### src/rtl/spi_slave_if.sv
// spi_slave_if: SPI mode-0 slave that bridges 32-bit master frames onto a
// simple register strobe interface running on the system clock.
//
// Frame (MSB first): [31:24] address, [23] cmd (0 write / 1 read),
// [22:16] ignored, [15:0] data.
//
// Ports
//   clk       system clock (the only clock used)
//   reset     synchronous active-high reset
//   spi_sclk  SPI clock from master (asynchronous, idle low)
//   spi_ssn   SPI slave select, active low (asynchronous)
//   spi_mosi  master-out data (asynchronous)
//   spi_miso  slave-out data, 0 outside the read data phase
//   wr_en     one-cycle write strobe
//   rd_req    one-cycle read request
//   addr      frame address, held until the next header completes
//   wdata     write data, valid with wr_en and held afterwards
//   rd_data   read data, sampled one clk after rd_req
module spi_slave_if #(
  parameter int unsigned ADDR_W = 8,
  parameter int unsigned DATA_W = 16
) (
  input  logic              clk,
  input  logic              reset,
  input  logic              spi_sclk,
  input  logic              spi_ssn,
  input  logic              spi_mosi,
  output logic              spi_miso,
  output logic              wr_en,
  output logic              rd_req,
  output logic [ADDR_W-1:0] addr,
  output logic [DATA_W-1:0] wdata,
  input  logic [DATA_W-1:0] rd_data
);

  localparam int unsigned CNT_W    = 5;
  localparam int unsigned HDR_LAST = 15;
  localparam int unsigned DAT_LAST = 31;
  localparam int unsigned CMD_BIT  = 15 - ADDR_W;

  typedef enum logic [2:0] {IDLE, HDR, WDAT, RDAT, DONE} state_t;

  state_t            r_state;
  logic [CNT_W-1:0]  r_cnt;
  logic              r_sclk_s1, r_sclk_s2, r_sclk_d;
  logic              r_ssn_s1, r_ssn_s2;
  logic              r_mosi_s1, r_mosi_s2;
  logic [1:0]        r_settle;
  logic              r_armed;
  logic              r_rd_ld;
  logic [DATA_W-2:0] r_shin;
  logic [DATA_W-2:0] r_shout;

  logic              w_sclk_rise;
  logic [DATA_W-1:0] w_word;

  assign w_sclk_rise = r_sclk_s2 & ~r_sclk_d;
  // Received word including the bit arriving on the current edge.
  assign w_word      = {r_shin, r_mosi_s2};

  always_ff @(posedge clk) begin
    if (reset) begin
      r_state   <= IDLE;
      r_cnt     <= '0;
      r_sclk_s1 <= 1'b0;
      r_sclk_s2 <= 1'b0;
      r_sclk_d  <= 1'b0;
      r_ssn_s1  <= 1'b1;
      r_ssn_s2  <= 1'b1;
      r_mosi_s1 <= 1'b0;
      r_mosi_s2 <= 1'b0;
      r_settle  <= '0;
      r_armed   <= 1'b0;
      r_rd_ld   <= 1'b0;
      r_shin    <= '0;
      r_shout   <= '0;
      spi_miso  <= 1'b0;
      wr_en     <= 1'b0;
      rd_req    <= 1'b0;
      addr      <= '0;
      wdata     <= '0;
    end else begin
      r_sclk_s1 <= spi_sclk;
      r_sclk_s2 <= r_sclk_s1;
      r_sclk_d  <= r_sclk_s2;
      r_ssn_s1  <= spi_ssn;
      r_ssn_s2  <= r_ssn_s1;
      r_mosi_s1 <= spi_mosi;
      r_mosi_s2 <= r_mosi_s1;
      wr_en     <= 1'b0;
      rd_req    <= 1'b0;
      r_rd_ld   <= rd_req;

      // The ssn synchronizer holds its forced-high reset value for a couple
      // of cycles; only trust it once it has settled, and only arm a new
      // frame after a genuine SSN high so a reset mid-frame is not mistaken
      // for a fresh falling edge.
      if (r_settle != 2'd3) begin
        r_settle <= r_settle + 2'd1;
      end
      if ((r_settle == 2'd3) && r_ssn_s2) begin
        r_armed <= 1'b1;
      end

      if (r_ssn_s2) begin
        r_state  <= IDLE;
        spi_miso <= 1'b0;
      end else begin
        case (r_state)
          IDLE: begin
            if (r_armed) begin
              r_state <= HDR;
              r_cnt   <= '0;
              r_armed <= 1'b0;
            end
          end
          HDR: begin
            if (w_sclk_rise) begin
              r_shin <= w_word[DATA_W-2:0];
              r_cnt  <= r_cnt + CNT_W'(1);
              if (r_cnt == CNT_W'(HDR_LAST)) begin
                addr <= w_word[15 -: ADDR_W];
                if (w_word[CMD_BIT]) begin
                  rd_req  <= 1'b1;
                  r_state <= RDAT;
                end else begin
                  r_state <= WDAT;
                end
              end
            end
          end
          WDAT: begin
            if (w_sclk_rise) begin
              r_shin <= w_word[DATA_W-2:0];
              r_cnt  <= r_cnt + CNT_W'(1);
              if (r_cnt == CNT_W'(DAT_LAST)) begin
                wdata   <= w_word;
                wr_en   <= 1'b1;
                r_state <= DONE;
              end
            end
          end
          RDAT: begin
            // Load happens inside the mandatory header/data gap, so it
            // cannot collide with a data-phase edge.
            if (r_rd_ld) begin
              r_shout  <= rd_data[DATA_W-2:0];
              spi_miso <= rd_data[DATA_W-1];
            end else if (w_sclk_rise) begin
              r_cnt <= r_cnt + CNT_W'(1);
              if (r_cnt == CNT_W'(DAT_LAST)) begin
                r_state  <= DONE;
                spi_miso <= 1'b0;
              end else begin
                spi_miso <= r_shout[DATA_W-2];
                r_shout  <= {r_shout[DATA_W-3:0], 1'b0};
              end
            end
          end
          DONE: begin
          end
          default: r_state <= IDLE;
        endcase
      end
    end
  end

endmodule

### config.mk
export PLATFORM = sky130hd
export DESIGN_NAME = spi_slave_if
export DESIGN_NICKNAME = d
export VERILOG_FILES = /design/src/rtl/spi_slave_if.sv
export SDC_FILE = /design/constraint.sdc
export NUM_CORES = 1
export LEC_CHECK = 0
export BUFFER_PORTS_ARGS = -buffer_cell sky130_fd_sc_hd__buf_4
export CORE_UTILIZATION = 45
export DETAILED_ROUTE_END_ITERATION = 8
export PLACE_DENSITY = 0.72
export SETUP_SLACK_MARGIN = 0.02
export SYNTH_ARGS = -nofsm -noshare
export SYNTH_HDL_FRONTEND = slang
export SYNTH_SLANG_ARGS = --single-unit
### constraint.sdc
create_clock -name clk -period 1.9 [get_ports clk]
set_input_delay 0.19 -clock clk [delete_from_list [all_inputs] [get_ports clk]]
set_output_delay 0.19 -clock clk [all_outputs]
set_load 0.02 [all_outputs]
==> results.yml, run 1 <==
clock_tree:
  cts_buffer_depth: 2
  clock_sinks: 76
  clk_pin_slew_ps: 80
  cts.root.buffer_cell: "clkbuf_8"
  cts_tree: "built"
  clk_latency_ps: 340
  cts_buffers: 9
  ctsHtreeMaxLevel: 3
synthesis:
  ys_types: 43
  synthArstFlopShare_pct: 0
  synth_top_flop_cell: "dfxtp_1"
  synth_common_cells: "dfxtp_1 (76), nor2_1 (44), mux2i_1 (39)"
  yosys.area.top_type: "dfxtp_1"
  synth-edff-count: 0
  ys_seq_area_share_pct: 50.2
  yosys_warnings: 0
  syn_area_um2: 3030
  ys_ff_latch: 76
  synthTopCellsByArea: "dfxtp_1 (50%), mux2i_1 (13%), nor2_1 (5.4%), nand2_1 (4.6%), a21oi_1 (4.1%)"
  yosysTopAreaCellShare_pct: 50.2
  syn_avg_cell_area_um2: 9.60
  synth_most_common_cell: "dfxtp_1"
  syn-num-nets: 341
  synthCells: 316
floorplan:
  fp.dieH_um: 84.1
  fp-row-count: 29
  initial_utilization_pct: 47.2
  io_pins: 48
  die_area_um2: 7070
  fp.dieW_um: 84.1
  fp.coreArea_um2: 6420
worst_hold_path:
  hold_path_depth: 2
  hold_path_class: "primary input to flip-flop"
global_routing:
  grt_max_degree: 59
  grt_usage_pct: 18.1
  met2_usage_pct: 28.8
  grt.overflow.total: 0
  antenna_found_initial: 0
  grt_pass1_wl_mm: 10.5
  grt-busiest-layer: "met2"
  grt_pass1_vias: 2248
  use_met1_pct: 24.2
  grtUsageMet3_pct: 3.86
finish:
  diodes: 0
  drive_gt1_share_pct: 26.4
  final_nets: 395
  area_growth_pct: 27.0
  fillers: 564
  fin_util_pct: 60.0
  multi_input_area_um2: 1460
  design_area_um2: 3850
  seqCellArea_um2: 1520
power:
  p_leak_nw: 1.58
  ir_worst_vdd_v: 0.000471
  power_density_nw_per_um2: 770
  power_mw: 2.97
flow_run:
  maxCapViolCount: 0
placed_design:
  io_buffers: 47
  hpwlAfterDp_mm: 4.01
  gp_congestion: 0.869
  place_area_um2: 3510
sta:
  setup_viol: 0
  max_freq_mhz: 543
  finalClockSkew_ps: 12.7
  grt_setup_unrepaired: "yes"
  slew_violations: 0
  tightest_slew_ps: 494
  slew_headroom_pct: 67.0
  post-route-min-period_ps: 1840
  hold_violations: 0
  finalCritPeriodShare_pct: 96.9
  setup_tns_ps: 0
detailed_routing:
  via_count: 2391
  route.detailed.drc: 10
  wl_per_cell_um: 14.2
  wirelength_mm: 6.43
  drt_iter0_markers: 96
  vias_per_cell: 5.29
  ant_nets: 0
  first_pass_iters: 6
critical_path:
  critPathMaxFanout: 8
  start_kind: "flip-flop"
  arrival_ps: 2090
  end_kind: "flip-flop"
  cp_slowest_cell: "dfxtp_2"
  required_ps: 2150
  criticalPathCategory: "flip-flop to flip-flop"
  cp_common_cell: "ha_4"
  reg2regPathDepth: 8
  cp_slowest_stage_delay_ps: 340
  worstPathCellList: "ha_4, and3_4, ha_4, nor3b_2, o2111a_2, buf_12, nor2_1, a211oi_1"
outcome:
  failed_checks: "design-rule violations"
  status: "finished with violations"
## cell type report
| cell class | count | area share (%) |
|---|---|---|
| timing repair buffer | 64 | 14.4 |
| sequential | 76 | 39.6 |
| clock inverter | 6 | 1.88 |
| inverter | 3 | 0.292 |
| tap | 77 | 2.50 |
| clock buffer | 10 | 3.31 |
| multi-input combinational | 216 | 38.0 |
## sequential cells by signal, summed over array words and instances (netlist names), 2 cells and up
register,cells
addr,8
r_cnt,5
r_settle,2
r_shin,15
r_shout,15
r_state,3
wdata,16
## where the power goes
group	switching (mW)	leakage [nW]	internal, mW	total [mW]
combinational	0.0583	0.860	0.0571	0.115
clock	0.606	0.103	0.623	1.23
sequential	0.0115	0.615	1.61	1.62
total	0.676	1.58	2.29	2.97
## worst paths after layout
| kind | start | endpoint | slack [ps] |
|---|---|---|---|
| min reg2reg | r_ssn_s1 | r_ssn_s2 | 410 |
| max | r_cnt[0] | r_shout[8] | 60 |
| min | spi_ssn | r_ssn_s1 | 40 |
| max reg2reg | r_cnt[0] | r_shout[8] | 60 |
## critical path, delay by kind of cell, from the launching register on
family | cells | cell delay, ps
simple gates | 3 | 400
fa+ha+maj | 2 | 320
compound gates | 2 | 520
buf+inv | 1 | 150
flops | 1 | 340
## cells by family (layout without fill, tap and decap cells)
| logic type | after synthesis | in the layout | synth area share (%) |
|---|---|---|---|
| xor+xnor | 2 | 2 | 0.578 |
| buf+inv | 24 | 83 | 3.75 |
| simple gates | 117 | 117 | 18.9 |
| compound gates | 54 | 54 | 12.1 |
| flops | 76 | 76 | 50.2 |
| fa+ha+maj | 4 | 4 | 1.65 |
| mux | 39 | 39 | 12.9 |
## placed cells by master, fill, tap and decap left out, drive strengths merged, types with 3 or more instances in the layout
| master | instances |
|---|---|
| dfxtp | 76 |
| buf | 63 |
| nor2 | 45 |
| mux2i | 39 |
| nand2 | 37 |
| a21oi | 25 |
| a211oi | 14 |
| clkbuf | 11 |
| nor2b | 8 |
| nand3 | 5 |
| inv | 5 |
| o21ai | 4 |
| ha | 4 |
| nor3 | 3 |
| or3 | 3 |
| and3 | 3 |
| o2111a | 3 |
| clkinv | 3 |
## repair_timing
action / in CTS / in global routing
cloned: 1 / 1
endpoints found under the setup margin: 29 / 35
hold buffers: 0 / 0
pin swaps: 0 / 17
buffers inserted: 0 / 2
gates resized for setup: 3 / 14
## layer usage
metal | routed length (um) | part of all wire, % | up-vias
met1 | 2970 | 46 | 1123
li1 | - | - | 1204
met4 | 85 | 1.3 | 0
met3 | 328 | 5.1 | 8
met5 | 0 | 0 | -
met2 | 3050 | 47 | 56
## through the flow
stage	setup slack, ps	hold WS [ps]	instances
after floorplan	40.0	294	316
after global placement	43.5	381	432
after detailed placement	-39.5	388	432
after CTS	33.4	30.1	449
after global routing	-28.4	22.6	452
final	58.6	43.3	452
(Power assumes the default switching activity.)
==> run 2: changes to the inputs <==
--- a/config.mk
+++ b/config.mk
@@ -6,10 +6,11 @@
 export NUM_CORES = 1
 export LEC_CHECK = 0
 export BUFFER_PORTS_ARGS = -buffer_cell sky130_fd_sc_hd__buf_4
+export CORE_ASPECT_RATIO = 1.5
 export CORE_UTILIZATION = 45
 export DETAILED_ROUTE_END_ITERATION = 8
 export PLACE_DENSITY = 0.72
-export SETUP_SLACK_MARGIN = 0.02
+export SETUP_SLACK_MARGIN = 0.05
 export SYNTH_ARGS = -nofsm -noshare
 export SYNTH_HDL_FRONTEND = slang
 export SYNTH_SLANG_ARGS = --single-unit
==> results.yml, run 2 (synthesis results as in run 1) <==
finish:
  layout_common_cells: "dfxtp_1 (74), buf_4 (57), nor2_1 (44), mux2i_1 (39), nand2_1 (37)"
  multi_input_area_um2: 1450
  seqCellArea_um2: 1520
  reg_top3: "wdata: 16 flops, r_shin: 15 flops, r_shout: 15 flops"
  largest_register_ffs: 16
  final_common_cell: "dfxtp_1"
  design_area_um2: 3790
  area_growth_pct: 24.8
  diodes: 0
  drive_gt1_share_pct: 25.5
  final_nets: 392
  fillers: 560
  largest-register: "wdata"
placed_design:
  hpwlAfterDp_mm: 3.96
  gp_congestion: 0.838
  place_area_um2: 3500
  io_buffers: 47
clock_tree:
  cts_buffers: 9
  ctsHtreeMaxLevel: 3
  cts_tree: "built"
  clock_sinks: 76
  cts_hold_buf: 0
  clk_pin_slew_ps: 70
  clk_latency_ps: 350
  cts.root.buffer_cell: "clkbuf_8"
  cts_buffer_depth: 2
detailed_routing:
  wl_per_cell_um: 13.4
  drt_iter0_markers: 131
  vias_per_cell: 5.23
  wirelength_mm: 6.00
  route.detailed.drc: 0
  first_pass_iters: 4
  via_count: 2343
  ant_nets: 0
global_routing:
  antenna_found_initial: 0
  use_met1_pct: 20.4
  met2_usage_pct: 31.5
  grt_pass1_wl_mm: 10.4
  grt_max_degree: 43
  grtUsageMet3_pct: 5.28
  grt_usage_pct: 18.4
  grt-busiest-layer: "met2"
  grt.overflow.total: 0
  grt_pass1_vias: 2317
floorplan:
  fp-row-count: 36
  io_pins: 48
  initial_utilization_pct: 46.8
  fp.dieH_um: 103
  die_area_um2: 7080
  fp.coreArea_um2: 6490
  fp.dieW_um: 69.0
critical_path:
  end_kind: "flip-flop"
  cp_slowest_stage_delay_ps: 350
  criticalPathCategory: "flip-flop to flip-flop"
  required_ps: 2150
  path_delay_family: "compound AO/OA/AOI/OAI gates"
  critPathMaxFanout: 14
  start_kind: "flip-flop"
  worstPathCellList: "ha_2, and3_4, ha_4, nor3b_2, o2111a_2, bufbuf_16, a211oi_1"
  cp_slowest_cell: "dfxtp_2"
  arrival_ps: 2100
  crit_buf_inv: 1
sta:
  finalCritPeriodShare_pct: 96.9
  setup_viol: 0
  post-route-min-period_ps: 1840
  slew_headroom_pct: 67.2
  finalClockSkew_ps: 10.2
  max_freq_mhz: 543
  grt_setup_unrepaired: "yes"
  hold_violations: 0
  slew_violations: 0
  tightest_slew_ps: 492
power:
  power_density_nw_per_um2: 776
  ir_worst_vdd_v: 0.000436
  p_leak_nw: 1.54
  power_mw: 2.94
worst_hold_path:
  hold_path_class: "primary input to flip-flop"
flow_run:
  maxCapViolCount: 0
outcome:
  status: "complete, no violations"
[run 2: final cells by class]
cell class	instances	share of cell area, %
Clock inverter	4	1.29
Timing Repair Buffer	61	13.5
Multi-Input combinational cell	216	38.3
Tap cell	76	2.51
Sequential cell	76	40.3
Clock buffer	12	3.83
Inverter	3	0.297
[run 2: report_power, final]
part,total [mW],switching [mW],internal (mW)
combinational,0.115,0.0561,0.0586
clock,1.20,0.561,0.641
sequential,1.62,0.0108,1.61
total,2.94,0.628,2.31
[run 2: worst paths after layout]
path         slack [ps]  startpoint  depth (start not counted)          to
min reg2reg         410    r_ssn_s1                          1    r_ssn_s2
max reg2reg          60    r_cnt[1]                          7  r_shout[6]
max                  60    r_cnt[1]                          7  r_shout[6]
min                  20     spi_ssn                          2    r_ssn_s1
[run 2: what timing repair did]
| item | 4_1_cts | 5_1_grt |
|---|---|---|
| pin swaps | 1 | 1 |
| resized for setup | 9 | 8 |
| setup endpoints to repair | 32 | 40 |
| gates cloned | 1 | 0 |
| buffers inserted | 0 | 0 |
[run 2: per-layer routing]
layer / part of all wire, % / wire [um] / up-vias
met3: 4.4 / 267 / 12
met5: 0 / 0 / -
li1: - / - / 1199
met2: 52 / 3110 / 53
met4: 2.0 / 118 / 0
met1: 42 / 2510 / 1079
[run 2: through the flow]
step | TNS [ps] | std cells | util [%] | setup WS, ps | hold slack [ps]
3_3_place_gp | 0 | 431 | 54.0 | 38.6 | 376
5_1_grt | -47.3 | 448 | 58.4 | -14.8 | 12.5
3_5_place_dp | -103 | 431 | 54.0 | -35.9 | 376
6_report | 0 | 448 | 58.4 | 58.6 | 19.0
2_1_floorplan | 0 | 316 | - | 53.6 | 294
4_1_cts | 0 | 448 | 57.9 | 66.2 | 4.31
[run 2: worst register-to-register path, delay by kind of cell, from the launching register on]
kind	cells	cell delay, ps
compound gates	2	510
fa+ha+maj	2	340
buf+inv	1	290
flops	1	350
simple gates	2	250
